<file path="config.mk">
export PLATFORM = sky130hd
export DESIGN_NAME = spi_slave_rx_tx
export DESIGN_NICKNAME = d
export VERILOG_FILES = /design/src/rtl/spi_slave_rx_tx.sv
export SDC_FILE = /design/constraint.sdc
export NUM_CORES = 1
export LEC_CHECK = 0
export ABC_CLOCK_PERIOD_IN_PS = 2100
export CORE_MARGIN = 10
export CORE_UTILIZATION = 30
export CTS_CLUSTER_SIZE = 20
export DETAILED_ROUTE_END_ITERATION = 8
export PLACE_DENSITY_LB_ADDON = 0.3
export SLEW_MARGIN = 20
export SYNTH_ARGS = -nofsm -noshare
export SYNTH_HDL_FRONTEND = slang
export SYNTH_SLANG_ARGS = --single-unit
</file>
<file path="constraint.sdc">
create_clock -name clk_i -period 2.1 [get_ports clk_i]
set_clock_uncertainty 0.05 [all_clocks]
set_input_delay 0.21 -clock clk_i [delete_from_list [all_inputs] [get_ports clk_i]]
set_output_delay 0.21 -clock clk_i [all_outputs]
set_load 0.1 [all_outputs]
</file>
<file path="src/rtl/spi_slave_rx_tx.sv">
// Mode-0 SPI slave: oversamples sclk/cs/mosi in clk_i, receives bytes
// on sclk rise and shifts a buffered transmit byte out on MISO.
module spi_slave_rx_tx #(
    parameter int DATA_W      = 8,
    parameter int SYNC_STAGES = 2
) (
    input  logic              clk_i,
    input  logic              areset_i,
    input  logic              sclk_i,
    input  logic              cs_i,
    input  logic              mosi_i,
    output logic              miso_o,
    input  logic [DATA_W-1:0] tx_data_i,
    input  logic              tx_load_i,
    output logic              tx_taken_o,
    output logic [DATA_W-1:0] rx_data_o,
    output logic              rx_valid_o,
    output logic              busy_o
);

    localparam int CNT_W = $clog2(DATA_W);

    typedef enum logic {
        IDLE,
        ACTIVE
    } state_t;

    state_t r_state;
    state_t w_state_next;

    logic [SYNC_STAGES-1:0] r_sclk_sync;
    logic [SYNC_STAGES-1:0] r_cs_sync;
    logic [SYNC_STAGES-1:0] r_mosi_sync;
    logic                   r_sclk_d;
    logic                   r_cs_d;

    logic [DATA_W-1:0] r_tx_buf;
    logic [DATA_W-1:0] r_tx_shift;
    logic [DATA_W-2:0] r_rx_shift;
    logic [DATA_W-1:0] r_rx_data;
    logic [CNT_W-1:0]  r_bit_cnt;
    logic              r_reload;
    logic              r_rx_valid;
    logic              r_tx_taken;

    logic              w_sclk;
    logic              w_cs;
    logic              w_mosi;
    logic              w_sclk_rise;
    logic              w_sclk_fall;
    logic              w_cs_fall;
    logic              w_cs_rise;
    logic              w_copy;
    logic              w_rx_step;
    logic              w_tx_shift;
    logic              w_leave;
    logic              w_last;
    logic [DATA_W-1:0] w_tx_src;

    // cs idles high so the chain resets to the deselected level
    always_ff @(posedge clk_i or posedge areset_i) begin
        if (areset_i) begin
            r_sclk_sync <= '0;
            r_cs_sync   <= '1;
            r_mosi_sync <= '0;
            r_sclk_d    <= 1'b0;
            r_cs_d      <= 1'b1;
        end else begin
            r_sclk_sync <= {r_sclk_sync[SYNC_STAGES-2:0], sclk_i};
            r_cs_sync   <= {r_cs_sync[SYNC_STAGES-2:0], cs_i};
            r_mosi_sync <= {r_mosi_sync[SYNC_STAGES-2:0], mosi_i};
            r_sclk_d    <= w_sclk;
            r_cs_d      <= w_cs;
        end
    end

    assign w_sclk      = r_sclk_sync[SYNC_STAGES-1];
    assign w_cs        = r_cs_sync[SYNC_STAGES-1];
    assign w_mosi      = r_mosi_sync[SYNC_STAGES-1];
    assign w_sclk_rise = w_sclk & ~r_sclk_d;
    assign w_sclk_fall = ~w_sclk & r_sclk_d;
    assign w_cs_fall   = ~w_cs & r_cs_d;
    assign w_cs_rise   = w_cs & ~r_cs_d;

    assign w_last   = (r_bit_cnt == CNT_W'(DATA_W - 1));
    assign w_tx_src = tx_load_i ? tx_data_i : r_tx_buf;

    always_ff @(posedge clk_i or posedge areset_i) begin
        if (areset_i) begin
            r_state <= IDLE;
        end else begin
            r_state <= w_state_next;
        end
    end

    always_comb begin
        w_state_next = r_state;
        w_copy       = 1'b0;
        w_rx_step    = 1'b0;
        w_tx_shift   = 1'b0;
        w_leave      = 1'b0;
        case (r_state)
            IDLE: begin
                if (w_cs_fall) begin
                    w_state_next = ACTIVE;
                    w_copy       = 1'b1;
                end
            end
            ACTIVE: begin
                if (w_cs_rise) begin
                    w_state_next = IDLE;
                    w_leave      = 1'b1;
                end else begin
                    w_rx_step = w_sclk_rise;
                    if (w_sclk_fall) begin
                        w_copy     = r_reload;
                        w_tx_shift = ~r_reload;
                    end
                end
            end
            default: w_state_next = IDLE;
        endcase
    end

    always_ff @(posedge clk_i or posedge areset_i) begin
        if (areset_i) begin
            r_tx_buf   <= '0;
            r_tx_shift <= '0;
            r_rx_shift <= '0;
            r_rx_data  <= '0;
            r_bit_cnt  <= '0;
            r_reload   <= 1'b0;
            r_rx_valid <= 1'b0;
            r_tx_taken <= 1'b0;
        end else begin
            r_rx_valid <= 1'b0;
            r_tx_taken <= 1'b0;
            if (tx_load_i) begin
                r_tx_buf <= tx_data_i;
            end
            if (w_copy) begin
                r_tx_shift <= w_tx_src;
                r_tx_taken <= 1'b1;
                r_reload   <= 1'b0;
            end else if (w_tx_shift) begin
                r_tx_shift <= {r_tx_shift[DATA_W-2:0], 1'b0};
            end
            if (w_rx_step) begin
                r_rx_shift <= {r_rx_shift[DATA_W-3:0], w_mosi};
                if (w_last) begin
                    r_rx_data  <= {r_rx_shift, w_mosi};
                    r_rx_valid <= 1'b1;
                    r_bit_cnt  <= '0;
                    r_reload   <= 1'b1;
                end else begin
                    r_bit_cnt <= r_bit_cnt + CNT_W'(1);
                end
            end
            // partial bytes are dropped when the master deselects
            if (w_leave) begin
                r_bit_cnt <= '0;
                r_reload  <= 1'b0;
            end
        end
    end

    assign busy_o     = (r_state == ACTIVE);
    assign miso_o     = (r_state == ACTIVE) & r_tx_shift[DATA_W-1];
    assign rx_data_o  = r_rx_data;
    assign rx_valid_o = r_rx_valid;
    assign tx_taken_o = r_tx_taken;

endmodule

</file>
==> impl_metrics.json <==
{
  "mostFrequentLayoutCells": "dfrtp_1, buf_4, clkdlybuf4s50_1",
  "clock_sinks": 46,
  "crit_required_ps": 2240,
  "power.internal_uw": 1714,
  "sw_frac_of_total_pct": 24.97,
  "timing.final.ws_setup_ps": 374.9,
  "syn_area_um2": 1891,
  "p_clk_share_pct": 35.1,
  "routedWlPerCell_um": 13.85,
  "via_per_inst": 4.612,
  "route.detailed.drc": 0,
  "num_vias": 1176,
  "drv_slew": 0,
  "dieArea_um2": 9877,
  "numPlacedInstances": 247,
  "gp_congestion": 0.7056,
  "fin_crit_sh_pct": 82.15,
  "drive_gt1_share_pct": 28.89,
  "cts_root_buf": "clkbuf_8",
  "async_flop_share_pct": 100.0,
  "clockBufferDepth": 2,
  "dieHeight_um": 99.39,
  "tns_ps": 0,
  "hold_class": "primary input to asynchronous set/reset pin",
  "rsz0062_at_grt": "false",
  "num_rows": 28,
  "cp_max_fo": 8,
  "seq_power_share_pct": 48.8,
  "grt_first_pass_wirelength_um": 6141,
  "slew_headroom_pct": 67.06,
  "finalInstanceArea_um2": 2391,
  "place_area_um2": 2248,
  "grt_start_max_net_pins": 29,
  "synth-seq-area-share_pct": 61.09,
  "worst_slew_pin_slew_ps": 494.2,
  "p_sw_uw": 570.5,
  "status": "completed",
  "path_class": "register to register",
  "htree_levels": 2,
  "grt-ovfl-total": 0,
  "synth.distinct_cells": 32,
  "combPwrFrac_pct": 16.1,
  "layout.nets": 195,
  "instances_no_fill": 255,
  "rrSetupSlack_ps": 370,
  "hold_violations": 0,
  "grtUsageTotal_pct": 7.664,
  "io_pins": 26,
  "synth_cells": 146,
  "clock_latency_ps": 300,
  "cts.clk_slew.worst_paths_ps": 90,
  "drt-total-wl_um": 3532,
  "drt_iter0_markers": 52,
  "cts_tree": "yes",
  "synth.avg_cell_area_um2": 12.95,
  "powerDensity_nw_per_um2": 955.5,
  "cts_made_buffers": 5,
  "post_cts_buffers": 0,
  "diodes": 0,
  "ant_nets": 0,
  "die_w_um": 99.39,
  "p_leak_uw": 0.001144,
  "dp_slack_ps": 386.8,
  "antenna_found_initial": 0,
  "port_buffers": 25,
  "synth_top_flop_cell": "dfrtp_1",
  "core_area_um2": 6026,
  "ys_ff_latch": 46,
  "syn-num-nets": 162,
  "drt_pass1_iterations": 4,
  "clock.fmax_mhz": 579.7,
  "setup_viol": 0,
  "cts_hold_buf": 0,
  "startpoint_type": "register",
  "grt_pass1_vias": 1260,
  "layout_commonest_cell": "dfrtp_1",
  "ir_worst_vdd_mv": 0.3991,
  "post-dp-hpwl_um": 2385,
  "synthToLayoutAreaGrowth_pct": 26.47,
  "fin_crit_ps": 1725,
  "end_kind": "register",
  "cts_resized": 0,
  "ys_warn_count": 0,
  "cap_violations": 0,
  "synth-edff-count": 0,
  "start_util_pct": 31.37,
  "cp.arrival_ps": 1870
}
## worst max-delay path, stage by stage (launching register included)
cell and delay (ps):
dfstp_2 540, nand2b_2 150, nand4b_2 100, or2_1 300, buf_12 180, mux2_4 290
## through the flow
step	util, %	total power (uW)	hold WS [ps]
finish	39.68	2285	169.5
global route	39.68	2408	183.8
CTS	39.68	2321	169.6
global placement	37.31	1494	284.3
detailed placement	37.31	1507	291.2
floorplan	-	1390	164.5
## metal layers
layer | vias to the layer above | routed length (um) | global-route usage [%]
met5 | - | 0 | 0
met4 | 0 | 65 | 3.638
met3 | 8 | 262 | 3.460
met2 | 25 | 1477 | 10.97
met1 | 571 | 1727 | 9.567
li1 | 572 | - | -
## registers in the layout (all words and copies together) (netlist names)
register / cells
r_cs_sync: 2
rx_data_o: 8
r_sclk_d: 1
r_rx_shift: 7
rx_valid_o: 1
tx_taken_o: 1
r_bit_cnt: 3
r_tx_shift: 8
r_cs_d: 1
r_sclk_sync: 2
r_tx_buf: 8
r_mosi_sync: 2
busy_o: 1
r_reload: 1
## worst paths after layout
| kind | endpoint | startpoint | depth (start not counted) |
|---|---|---|---|
| min reg2reg | r_sclk_sync[1] | r_sclk_sync[0] | 0 |
| min in group clk_i | r_cs_sync[0] | cs_i | 1 |
| max reg2reg | rx_data_o[3] | r_cs_d | 5 |
| max | rx_data_o[3] | r_cs_d | 5 |
| max in group asynchronous | r_cs_d | areset_i | 3 |
| min | r_rx_shift[6] | areset_i | 2 |
## synth_stat cells (2+ instances only)
| library cell | instances | area share, % |
|---|---|---|
| a211oi_1 | 6 | 2.4 |
| a21oi_1 | 6 | 1.6 |
| buf_2 | 4 | 1.1 |
| dfrtp_1 | 43 | 57 |
| dfstp_2 | 3 | 4.2 |
| ha_1 | 2 | 1.3 |
| inv_1 | 13 | 2.6 |
| mux2_2 | 8 | 4.8 |
| mux2_4 | 8 | 6.4 |
| mux2i_1 | 7 | 3.7 |
| nand2_1 | 8 | 1.6 |
| nand3_1 | 4 | 1.1 |
| nor3_1 | 7 | 1.9 |
| o21ai_0 | 3 | 0.79 |
| o31ai_1 | 2 | 0.79 |
| or3_1 | 6 | 2.0 |
## cells by family (layout without fill, tap and decap cells)
family / Yosys count / count (layout) / share of synthesized area (%)
multiplexers: 23 / 23 / 14.83
flip-flops: 46 / 46 / 61.09
adder cells (fa/ha/maj): 2 / 2 / 1.323
buffers and inverters: 20 / 54 / 4.831
AO/OA/AOI/OAI: 21 / 21 / 7.280
AND/OR/NAND/NOR: 34 / 34 / 10.66
## power by group through the flow
stage / combinational [uW] / sequential (uW) / clock [uW]
after CTS: 375 / 1120 / 828
after global routing: 411 / 1130 / 862
after floorplan: 252 / 1140 / 0
after global placement: 366 / 1130 / 0
final: 368 / 1110 / 802
after detailed placement: 373 / 1130 / 0
## area by class of cell
type	count	area, um2
tap	75	93.84
clock inverter	2	60.06
timing repair buffer	33	305.3
multi-input combinational	80	644.4
fill	598	3635
inverter	13	48.80
clock buffer	6	82.58
sequential	46	1156
Power figures use the tool's default switching activity.
